==> config.mk <==
export PLATFORM = sky130hd
export DESIGN_NAME = instr_fetch_unit
export DESIGN_NICKNAME = d
export VERILOG_FILES = /design/src/rtl/instr_fetch_unit.sv
export SDC_FILE = /design/constraint.sdc
export NUM_CORES = 1
export LEC_CHECK = 0
export ABC_AREA = 1
export CORE_ASPECT_RATIO = 0.5
export CORE_MARGIN = 2
export CORE_UTILIZATION = 37
export DETAILED_ROUTE_END_ITERATION = 10
export PLACE_DENSITY = 0.77
export REMOVE_ABC_BUFFERS = 1
export SYNTH_ARGS = -nofsm -noshare
export SYNTH_HDL_FRONTEND = slang
export SYNTH_SLANG_ARGS = --single-unit
==> constraint.sdc <==
create_clock -name clk -period 1.49 [get_ports clk]
set_input_delay 0.149 -clock clk [delete_from_list [all_inputs] [get_ports clk]]
set_output_delay 0.149 -clock clk [all_outputs]
set_load 0.05 [all_outputs]
==> src/rtl/instr_fetch_unit.sv <==
// Instruction fetch stage: holds PC and IR, fetches 16-bit words over a req/ack
// handshake and presents decoded fields to the control unit.
module instr_fetch_unit #(
    parameter int             AW       = 10,
    parameter logic [AW-1:0]  RESET_PC = '0
) (
    input  logic          clk,
    input  logic          reset,
    input  logic          start,
    output logic          mem_req,
    output logic [AW-1:0] mem_addr,
    input  logic [15:0]   mem_rdata,
    input  logic          mem_ack,
    input  logic          advance,
    input  logic          branch,
    input  logic          ret,
    input  logic [AW-1:0] ret_addr,
    output logic          instr_valid,
    output logic [5:0]    opcode,
    output logic          reg_s,
    output logic          acc_s,
    output logic [AW-1:0] target,
    output logic [AW-1:0] pc,
    output logic [AW-1:0] link_addr,
    output logic          halted
);

    typedef enum logic [1:0] {
        S_IDLE  = 2'd0,
        S_FETCH = 2'd1,
        S_READY = 2'd2,
        S_HALT  = 2'd3
    } state_t;

    localparam logic [5:0] OP_HALT = 6'h00;

    state_t        state_q, state_d;
    logic [AW-1:0] pc_q, pc_d;
    logic [15:0]   ir_q, ir_d;

    always_ff @(posedge clk or posedge reset) begin
        if (reset) begin
            state_q <= S_IDLE;
            pc_q    <= RESET_PC;
            ir_q    <= 16'h0000;
        end else begin
            state_q <= state_d;
            pc_q    <= pc_d;
            ir_q    <= ir_d;
        end
    end

    // The branch target field is IR[9:0], resized to the program address width.
    generate
        if (AW > 10) begin : g_tgt_ext
            assign target = {{(AW-10){1'b0}}, ir_q[9:0]};
        end else if (AW == 10) begin : g_tgt_eq
            assign target = ir_q[9:0];
        end else begin : g_tgt_trunc
            assign target = ir_q[AW-1:0];
        end
    endgenerate

    assign opcode    = ir_q[15:10];
    assign reg_s     = ir_q[9];
    assign acc_s     = ir_q[8];
    assign pc        = pc_q;
    assign mem_addr  = pc_q;
    assign link_addr = pc_q + AW'(1);

    // Status outputs decode straight from the state register so an async reset
    // drops mem_req in the same cycle.
    assign mem_req     = (state_q == S_FETCH);
    assign instr_valid = (state_q == S_READY);
    assign halted      = (state_q == S_HALT);

    always_comb begin
        state_d = state_q;
        pc_d    = pc_q;
        ir_d    = ir_q;
        case (state_q)
            S_IDLE: begin
                if (start) state_d = S_FETCH;
            end
            S_FETCH: begin
                if (mem_ack) begin
                    ir_d    = mem_rdata;
                    state_d = S_READY;
                end
            end
            S_READY: begin
                if (advance) begin
                    if (opcode == OP_HALT) begin
                        state_d = S_HALT;
                    end else begin
                        // ret arrives together with branch, so it must win.
                        if (ret)         pc_d = ret_addr;
                        else if (branch) pc_d = target;
                        else             pc_d = link_addr;
                        state_d = S_FETCH;
                    end
                end
            end
            S_HALT: begin
                if (start) begin
                    pc_d    = RESET_PC;
                    state_d = S_FETCH;
                end
            end
            default: state_d = S_IDLE;
        endcase
    end

endmodule

# --- Word level (Yosys, flattened, before mapping) ---
# Cells that the tools add are included.
totals:
  reg_bits: 28
  inputBits: 33
  out_inout_bits: 51
  elab_cells: 30
op_classes:
  addsub: 1
  eq_ne: 8
  mux: 11
  n_reduce_logical: 7
op_table:
  columns: ["cell", "count"]
  rows:
  - ["2-to-1 mux 10 bit", 5]
  - ["case mux 10 bit (2 select lines)", 1]
  - ["adder 10 x 1 -> 10 bit, second input constant", 1]
  - ["2-to-1 mux 2 bit", 4]
  - ["zero test 6 bit", 1]
  - ["inequality test 2 bit, second input constant", 3]
  - ["case mux 2 bit (3 select lines)", 1]
  - ["== test 2 bit, second input constant", 2]
  - ["inequality test 2 x 1 -> 1 bit, second input constant", 2]
  - ["AND reduction 4 bit", 1]
  - ["AND reduction 3 bit", 1]
  - ["== test 2 x 1 -> 1 bit, second input constant", 1]
  - ["zero test 2 bit", 1]
  - ["AND reduction 2 bit", 1]
  - ["nonzero test 2 bit", 1]
  - ["OR reduction 2 bit", 1]

# --- Logic depth before layout (Yosys ltp) ---
logic_depth:
  word_depth: 6
  mapped_depth: 10
  mapped_depth_nobuf: 9

# --- Worst setup path before layout ---
# OpenSTA, ideal clock, no wires.
synth_path:
  path_kind: "flip-flop to flip-flop"
  start: "reg pc_q[0], in the netlist mem_addr[0]"
  end: "reg pc_q[4], in the netlist mem_addr[4]"
  setup_time_ps: 118
  arrival_ps: 1910
  t_required_ps: 1372
  slack_ps: -538
  stages_incl_launch_ff: 9
  n_path_buf: 0
  period_less_slack_ps: 2028
  path_cell_list: "dfrtp_1 -> ha_1 -> nand2_2 -> o21ai_2 -> nand2_1 -> o21bai_1 -> nand2_1 -> nand2_1 -> nand2_1"
synth_between:
  elab_chain_len: 6
synth_rtl:
  columns: ["element", "line", "rtl"]
  rows:
  - ["start: declaration", "38", "logic [AW-1:0] pc_q, pc_d;"]
  - ["start signal: assignment", "48", "pc_q <= pc_d;"]
  - ["adder 10 x 1 -> 10 bit", "69", "assign link_addr = pc_q + AW'(1);"]
  - ["via link_addr[4]", "24", "output logic [AW-1:0] link_addr,"]
  - ["2-to-1 mux 10 bit", "98", "else if (branch) pc_d = target;"]
  - ["2-to-1 mux 10 bit", "97", "if (ret) pc_d = ret_addr;"]
  - ["2-to-1 mux 10 bit", "93", "if (opcode == OP_HALT) begin"]
  - ["2-to-1 mux 10 bit", "92", "if (advance) begin"]
  - ["case mux 10 bit (2 select lines)", "81", "case (state_q)"]
# The timed path passes the listed nets, and every way through them passes these cells. The select of a mux whose other input is x is not followed.
# A chain may end at the register's enable or synchronous reset.

# --- Worst setup path in the final report ---
layout_path:
  start: "reg pc_q[0], in the netlist mem_addr[0]"
  end: "out link_addr[8]"
layout_between:
  elab_chain_len: 1
layout_rtl:
  columns: ["element", "line"]
  rows:
  - ["adder 10 x 1 -> 10 bit", "69"]
  - ["end: declaration", "24"]
# Every way passes these cells.

==> results.toml <==
[grt]
grtUsageTotal_pct = 22.28
grt_pass1_wl_um = 9204
overflow = 0
antenna_found_initial = 0
grt_max_degree = 29
first_global_vias = 1929

[logic_synthesis]
synthArstFlopShare_pct = 100.0
syn_area_per_cell_sq_um = 7.816
syn_inst = 227
ys_ff_latch = 28
ys_warn_count = 0
synth_cell_types = 29
synth_ff_type = "dfrtp_1"
synth_edf_count = 0
syn_area_sq_um = 1774
ys_seq_area_share_pct = 39.49

[timing]
maxSlewViolCount = 0
rsz0062_at_grt = "true"
fin_crit_sh_pct = 112.8
tightest_slew_ns = 0.3663
fin_ws_ns = -0.1907
fin_crit_ns = 1.681
finalSetupTns_ns = -1.711
fmax_mhz = 595.0
setup_viol = 19
slew_headroom_pct = 75.58
skew_ns = 0.006059
hold_viol_final = 0

[cells_and_area]
diodes = 0
drive_gt1_share_pct = 50.15
fin_nets = 376
regArea_sq_um = 704.4
nFillCells = 277
final_cell_count_no_fill = 403
multi_input_area_sq_um = 1079
area_growth_pct = 98.73
final_area_sq_um = 3526

[run_status]
outcome = "finished, violations left"
violations = "negative setup slack"

[cts]
clk-insertion-delay-late_ns = 0.28
clkTransAtPathRegs_ns = 0.10
clockBufferDepth = 2
h-tree-depth = 1
cts-root-buf = "clkbuf_8"
cts_buffers = 3
clock-sinks = 28
cts_tree = "done"

[route]
drc_errors = 0
viasPerCell = 4.700
drtPass1Iterations = 4
wl_per_cell_um = 15.17
wl_met2_um = 3240
drt.antenna.violating_nets = 0
met3WireLength_um = 249
highest_layer = "met4"
wl_met1_um = 2530
routed_wl_um = 6114
vias = 1894
drt_iter0_markers = 159

[floorplan]
die_h_um = 52.97
start_util_pct = 39.35
io_pins = 84
dieArea_sq_um = 5399
row_count = 17
die_w_um = 101.9
core_area_sq_um = 4509

[worst_setup_path]
required_ns = 1.34
cp.arrival_ns = 1.53
cp_max_fo = 5
path_class = "flop to output port"
critical-path-slowest-cell = "dfrtp_1"
crit_path_end_kind = "output port"
critPathBufInv = 1
worstPathCellList = "ha_4, nand2_4, nor2_4, nand3_1, and2_4, buf_12"
start_kind = "flop"
slowest_delay_ns = 0.43
crit_family = "simple AND/OR/NAND/NOR gates"

[placement]
dp.cells = 386
dp_slack_ns = -0.06679
gp_congestion = 0.8087
hpwl_um = 4309
dpl-instance-area_sq_um = 3059
io_buffers = 83

[power_and_ir_drop]
peakVddDrop_uv = 1862
power.leakage_nw = 1.656
power.density_nw_per_um2 = 2544

[min_path]
hold_path_class = "input port to async pin"

[run]
maxCapViolCount = 0
cell usage in the layout (no fill, tap or decap), types with 4 or more instances in the layout:
| master | count |
|---|---|
| nor2_1 | 18 |
| o21ai_0 | 4 |
| nand3_1 | 10 |
| nand2_4 | 6 |
| buf_6 | 10 |
| inv_1 | 20 |
| nand2_2 | 20 |
| nand2_1 | 43 |
| clkdlybuf4s50_1 | 32 |
| o21ai_2 | 4 |
| mux2_2 | 13 |
| buf_12 | 34 |
| nor2_4 | 4 |
| buf_4 | 46 |
| dfrtp_1 | 25 |
| a21oi_1 | 8 |
per-layer routing:
layer / GRT usage, % / vias to the layer above
met2: 42.21 / 60
met5: 0 / -
met3: 1.982 / 10
met4: 3.556 / 0
li1: - / 927
met1: 28.51 / 897
metrics by stage:
stage                     hold WS, ns  power (mW)  util, %
after floorplan                0.2144       4.578        -
after global placement         0.5226       7.269    67.84
after detailed placement       0.5357       7.390    67.84
after CTS                      0.2433       8.542    74.53
after global routing           0.2576       9.371    78.19
final                          0.2335       8.969    78.19
what timing repair did:
item	CTS	global route
buffers inserted	8	5
endpoints found under the setup margin	20	31
pin swaps	17	21
gates cloned	1	0
hold buffers	0	0
resized for setup	39	42
cell usage after synthesis, types with 2 or more instances:
master,n,area share [%]
mux2_2,13,8.3
nand2_2,3,1.1
nor2_2,2,0.71
buf_6,2,1.3
o21ai_0,5,1.4
o21bai_1,3,1.3
nand3_2,2,1.1
nand2_1,66,14
a21oi_1,8,2.3
o21ai_2,2,0.99
nand3_1,12,3.4
ha_1,5,3.5
o21ai_1,2,0.56
inv_1,25,5.3
and2_1,3,1.1
dfrtp_1,28,39
nor2_1,22,4.7
buf_4,13,5.5
cell type report:
type / count / area share [%]
clock inverters: 1 / 0.8517
flip-flops and latches: 28 / 19.98
repair buffers: 123 / 42.16
multi-input cells: 156 / 30.59
well taps: 66 / 2.342
clock buffers: 3 / 1.171
inverters: 26 / 2.910
tightest hold or removal path, delay by kind of cell:
| family | cells | cell delay, ns |
|---|---|---|
| buffers and inverters | 3 | 0.79 |
cell families after synthesis:
kind of cell	Yosys count	share of synthesized area, %
adder cells (fa/ha/maj)	5	3.526
AND/OR/NAND/NOR	114	27.72
XOR/XNOR	1	0.4937
buffers and inverters	43	12.76
flip-flops	28	39.49
multiplexers	13	8.251
AO/OA/AOI/OAI	23	7.758
state kept, by name, summed over array words and instances, names as in the netlist:
| signal | flops |
|---|---|
| ir_q | 16 |
| mem_addr | 10 |
| state_q | 2 |
power by group:
part / switching [mW] / total [mW] / internal [mW]
sequential: 0.373 / 1.49 / 1.12
clock: 0.245 / 0.605 / 0.360
combinational: 3.83 / 6.87 / 3.05
worst paths after layout:
check / slack (ns) / cells past startpoint / to / start
max in group asynchronous: 0.96 / 3 / mem_addr[2]$_DFFE_PP0P_ / reset
hold / removal: 0.23 / 3 / mem_addr[9]$_DFFE_PP0P_ / reset
setup / recovery: -0.19 / 6 / link_addr[8] / mem_addr[0]$_DFFE_PP0P_
hold reg to reg: 0.55 / 2 / ir_q[13]$_DFFE_PP0P_ / ir_q[13]$_DFFE_PP0P_
setup reg to reg: -0.08 / 8 / mem_addr[1]$_DFFE_PP0P_ / state_q[0]$_DFFE_PP0P_
min in group clk: 0.45 / 3 / ir_q[10]$_DFFE_PP0P_ / mem_rdata[10]
Power figures use the tool's default switching activity.
